## config.mk

```make
export PLATFORM = sky130hd
export DESIGN_NAME = aes_blk_ctrl
export DESIGN_NICKNAME = d
export VERILOG_FILES = /design/src/rtl/aes_blk_ctrl.sv
export SDC_FILE = /design/constraint.sdc
export NUM_CORES = 1
export LEC_CHECK = 0
export ABC_AREA = 1
export ABC_CLOCK_PERIOD_IN_PS = 1550
export CORE_ASPECT_RATIO = 1.5
export CORE_MARGIN = 3
export CORE_UTILIZATION = 48
export CTS_CLUSTER_SIZE = 12
export DETAILED_ROUTE_END_ITERATION = 12
export PLACE_DENSITY = 0.76
export SETUP_SLACK_MARGIN = 0.2
export SLEW_MARGIN = 20
export SYNTH_ARGS = -nofsm -noshare
export SYNTH_HDL_FRONTEND = slang
export SYNTH_SLANG_ARGS = --single-unit
export TNS_END_PERCENT = 100
```

## constraint.sdc

```tcl
create_clock -name iClk -period 1.55 [get_ports iClk]
set_clock_uncertainty 0.1 [all_clocks]
set_input_delay 0.155 -clock iClk [delete_from_list [all_inputs] [get_ports iClk]]
set_output_delay 0.155 -clock iClk [all_outputs]
set_load 0.05 [all_outputs]
```

## src/rtl/aes_blk_ctrl.sv

```systemverilog
// aes_blk_ctrl: block-sequencing controller for the AES datapath with key phase, chaining and abort
module aes_blk_ctrl #(
  parameter int NR      = 10,
  parameter int KEY_CYC = 10,
  parameter int CNT_W   = 16,
  localparam int RW     = $clog2(NR + 1),
  localparam int KW     = (KEY_CYC > 1) ? $clog2(KEY_CYC) : 1
) (
  input  logic             iClk,
  input  logic             iRstN,
  input  logic             iStart,
  input  logic             iKeyNew,
  input  logic             iCont,
  input  logic             iAbort,
  input  logic             iOutRdy,
  output logic             oStartKey,
  output logic             oStart,
  output logic [RW-1:0]    oRound,
  output logic             oLast,
  output logic             oValid,
  output logic             oReady,
  output logic             oEnd,
  output logic [CNT_W-1:0] oBlkCnt
);
  typedef enum logic [3:0] {
    IDLE = 4'b0001,
    KEY  = 4'b0010,
    RUN  = 4'b0100,
    HOLD = 4'b1000
  } state_t;
  state_t state_q, state_d;
  logic [RW-1:0] round_q, round_d;
  logic [KW-1:0] kcnt_q, kcnt_d;
  logic [CNT_W-1:0] blk_q, blk_d;
  logic key_ok_q, key_ok_d, valid_q, ready_q;
  logic need_key;
  assign need_key = iKeyNew | ~key_ok_q;
  assign oRound   = round_q;
  assign oValid   = valid_q;
  assign oReady   = ready_q;
  assign oBlkCnt  = blk_q;
  assign oLast    = (state_q == RUN) && (round_q == RW'(NR));
  always_ff @(posedge iClk or negedge iRstN) begin
    if (!iRstN) begin
      state_q  <= IDLE;
      round_q  <= '0;
      kcnt_q   <= '0;
      blk_q    <= '0;
      key_ok_q <= 1'b0;
      valid_q  <= 1'b0;
      ready_q  <= 1'b0;
    end else begin
      state_q  <= state_d;
      round_q  <= round_d;
      kcnt_q   <= kcnt_d;
      blk_q    <= blk_d;
      key_ok_q <= key_ok_d;
      valid_q  <= (state_d == HOLD);
      ready_q  <= (state_d == IDLE);
    end
  end
  always_comb begin
    state_d   = state_q;
    round_d   = '0;
    kcnt_d    = kcnt_q;
    blk_d     = blk_q;
    key_ok_d  = key_ok_q;
    oStartKey = 1'b0;
    oStart    = 1'b0;
    oEnd      = 1'b0;
    case (state_q)
      IDLE: if (iStart) begin
        oStartKey = need_key;
        if (need_key && KEY_CYC > 0) begin
          state_d = KEY;
          kcnt_d  = KW'(KEY_CYC > 0 ? KEY_CYC - 1 : 0);
        end else begin
          oStart   = 1'b1;
          key_ok_d = 1'b1;
          state_d  = RUN;
          round_d  = RW'(1);
          blk_d    = '0;
        end
      end
      KEY: begin
        kcnt_d = kcnt_q - KW'(1);
        if (kcnt_q == '0) begin
          oStart   = 1'b1;
          key_ok_d = 1'b1;
          state_d  = RUN;
          round_d  = RW'(1);
          blk_d    = '0;
        end
      end
      RUN: begin
        round_d = round_q + RW'(1);
        if (round_q == RW'(NR)) begin
          state_d = HOLD;
          round_d = '0;
        end
      end
      HOLD: if (iOutRdy) begin
        blk_d = blk_q + CNT_W'(1);
        if (iCont) begin
          oStart  = 1'b1;
          state_d = RUN;
          round_d = RW'(1);
        end else begin
          oEnd    = 1'b1;
          state_d = IDLE;
        end
      end
      default: state_d = IDLE;
    endcase
    // abort overrides everything; the key survives unless its expansion was cut short
    if (iAbort) begin
      state_d   = IDLE;
      round_d   = '0;
      kcnt_d    = kcnt_q;
      blk_d     = blk_q;
      key_ok_d  = (state_q == KEY) ? 1'b0 : key_ok_q;
      oStartKey = 1'b0;
      oStart    = 1'b0;
      oEnd      = 1'b0;
    end
  end
endmodule

```

==> flow_metrics.py <==
metrics = {
    "critical_path": {
        "endpoint_kind": "flip-flop",
        "setup.worst_path.class": "reg -> reg",
        "worstPathRequired_ns": 1.63,
        "crit_top_cell": "nor2_4",
        "slowest_delay_ns": 0.57,
        "arrival_ns": 1.94,
        "cp_max_fo": 7,
        "slowest_stage": "dfstp_2",
        "timing.critical_path.from_type": "flip-flop",
        "path_cells": "inv_2 -> nor2_4 -> buf_4 -> nand3b_1 -> nand2_2 -> nor2_4 -> nand2_8 -> buf_12 -> buf_16 -> o21ai_2",
    },
    "cells_and_area": {
        "antenna_cells": 0,
        "drive_gt1_frac": 0.512,
        "final_net_count": 346,
        "area_growth_pct": 68.9,
        "layout_common_cells": "52 x nand2_1, 34 x buf_4, 29 x buf_12",
        "final_common_cell": "nand2_1",
    },
    "logic_synthesis": {
        "netlist_area_sq_um": 1960,
        "syn_inst": 260,
        "synth_top_area_share": 0.383,
        "postSynth.asyncResetShare": 1.00,
        "yosysTopAreaCell": "dfrtp_1",
        "ys_ff_latch": 31,
        "synth.distinct_cells": 28,
        "synth-edff-count": 0,
        "ys_top_cells_by_area": "dfrtp_1 38%, nand2_1 14%, o21ai_2 6.3%, inv_1 5.7%, nand3_1 5.4%",
        "synth.avg_cell_area_sq_um": 7.54,
        "yosys_warnings": 0,
        "ys_seq_area_frac": 0.396,
        "ys.flop_type": "dfrtp_1",
        "syn-num-nets": 271,
    },
    "timing": {
        "slew_headroom": 0.797,
        "finalWorstSetupSlack_ns": -0.314,
        "setup_violations": 31,
        "rsz0062_at_grt": "yes",
        "hold_viol": 0,
        "min_period_ns": 1.86,
        "fin_crit_sh": 1.20,
        "fmax_mhz": 536,
        "worstMarginPinSlew_ns": 0.304,
        "slew_viol_final": 0,
    },
    "outcome": {
        "outcome": "finished with violations",
        "violations": "negative setup slack",
    },
    "floorplan": {
        "ioPinCount": 33,
        "fp.dieW_microns": 58.2,
        "initial_core_util": 0.518,
        "core_sq_um": 3780,
        "die-area_sq_um": 4900,
        "rows": 27,
        "dieHeight_microns": 84.3,
    },
    "routing": {
        "ant_nets": 0,
        "dr.pass1.iters": 4,
        "drt_iter0_markers": 114,
        "vias": 2095,
        "viasPerCell": 5.53,
        "routedWlPerCell_microns": 16.4,
        "drt_wl_total_microns": 6230,
        "drc": 0,
    },
    "flow_run": {
        "drv_cap": 0,
    },
    "power_and_ir_drop": {
        "seq_power_share": 0.332,
        "finalPower_mw": 2.76,
        "p_switching_mw": 0.966,
        "vdd_ir_drop_max_uv": 1110,
        "power_frac_clock": 0.245,
        "p_per_area_nw_per_um2": 832,
        "power_frac_comb": 0.423,
        "internal_power_mw": 1.79,
        "power_leakage_nw": 1.46,
        "swShare": 0.350,
    },
    "clock_network": {
        "clk_latency_ns": 0.29,
        "clk_path_buf_depth": 2,
        "cts_made_buffers": 5,
        "tritoncts": "built",
        "cts.htree.levels": 2,
        "postCtsHoldBufs": 0,
        "cts.sinks": 31,
        "cts_root_buf": "clkbuf_8",
        "path_clk_slew_ns": 0.07,
    },
    "placed_design": {
        "gp_congestion": 0.856,
        "portBuffers": 32,
        "dp_slack_ns": -0.104,
        "place_hpwl_microns": 3490,
    },
    "hold_path": {
        "hold_path_class": "in -> async",
    },
    "global_routing": {
        "grt_max_degree": 32,
        "grt_pass1_vias": 2192,
        "track_usage": 0.253,
        "antenna_found_initial": 0,
        "grt_pass1_wl_microns": 9460,
        "overflow": 0,
    },
}
[metal layers]
metal / track usage / part of all wire / wire (microns) / vias up
met1: 0.250 / 0.35 / 2190 / 986
met3: 0.0662 / 0.053 / 329 / 26
met2: 0.443 / 0.55 / 3440 / 103
met5: 0 / 0 / 0 / -
met4: 0.175 / 0.044 / 274 / 0
li1: - / - / - / 980
[final timing paths]
check	depth (start not counted)	start	to	slack, ns
setup / recovery	10	state_q[0]	oBlkCnt[0]	-0.31
hold / removal	2	iRstN	oBlkCnt[15]	0.12
setup reg to reg	10	state_q[0]	oBlkCnt[0]	-0.31
hold reg to reg	2	oBlkCnt[3]	oBlkCnt[3]	0.48
max in group asynchronous	2	iRstN	state_q[0]	0.97
min in group iClk	3	iStart	state_q[1]	0.43
[through the flow]
step / hold WS (ns) / util / TNS [ns] / instance area, sq um / cells
3_5_place_dp: 0.449 / 0.759 / -1.39 / 2870 / 355
3_3_place_gp: 0.444 / 0.759 / -0.721 / 2870 / 355
4_1_cts: 0.137 / 0.837 / -4.02 / 3170 / 373
5_1_grt: 0.136 / 0.875 / -8.87 / 3310 / 379
6_report: 0.123 / 0.875 / -7.26 / 3310 / 379
2_1_floorplan: -0.241 / - / 0 / 2070 / 260
[Yosys cell counts, drive strengths merged (2+ instances only)]
cell and number:
buf 4, o211ai 2, nand2 80, dfrtp 30, xnor2 2, o21ai 24, ha 4, nor2 37
clkinv 2, xor2 7, nand3 22, inv 31, nand4 5, nand3b 3, a21oi 4
[sequential cells by signal, indices dropped and copies added (netlist names)]
name	count
key_ok_q	1
oBlkCnt	16
oRound	4
kcnt_q	4
oReady	1
state_q	4
oValid	1
[critical path, delay by kind of cell (launching register included)]
kind                   cells  cell delay (ns)
and+or+nand+nor            5             0.61
DFF                        1             0.57
buffers and inverters      4             0.41
AOI/OAI and AO/OA          1             0.05
[power by group through the flow]
stage | combinational, mW | sequential (mW) | clock [mW]
after floorplan | 0.466 | 0.949 | 0
after global placement | 0.805 | 0.918 | 0
after detailed placement | 0.824 | 0.921 | 0
after CTS | 1.04 | 0.909 | 0.681
after global routing | 1.26 | 0.923 | 0.725
final | 1.17 | 0.915 | 0.675
[cell type report]
| class | instances | area (sq um) |
|---|---|---|
| multi-input cells | 191 | 1240 |
| repair buffers | 73 | 987 |
| fillers | 160 | 472 |
| clock buffers | 7 | 86.3 |
| well taps | 43 | 53.8 |
| flip-flops and latches | 31 | 796 |
| clock inverters | 1 | 5.00 |
| inverters | 33 | 144 |
[timing repair]
item,CTS,global route
gates cloned,2,1
pin swaps,6,9
buffers inserted,8,5
endpoints found under the setup margin,30,35
resized for setup,25,23
[logic make-up after synthesis]
logic type / synth area share
xor gates and xnor gates: 0.0402
AOI/OAI and AO/OA: 0.106
and+or+nand+nor: 0.344
buffers and inverters: 0.0881
DFF: 0.396
adders and majority gates: 0.0255
Note: power is estimated with default switching activity, not from simulation.
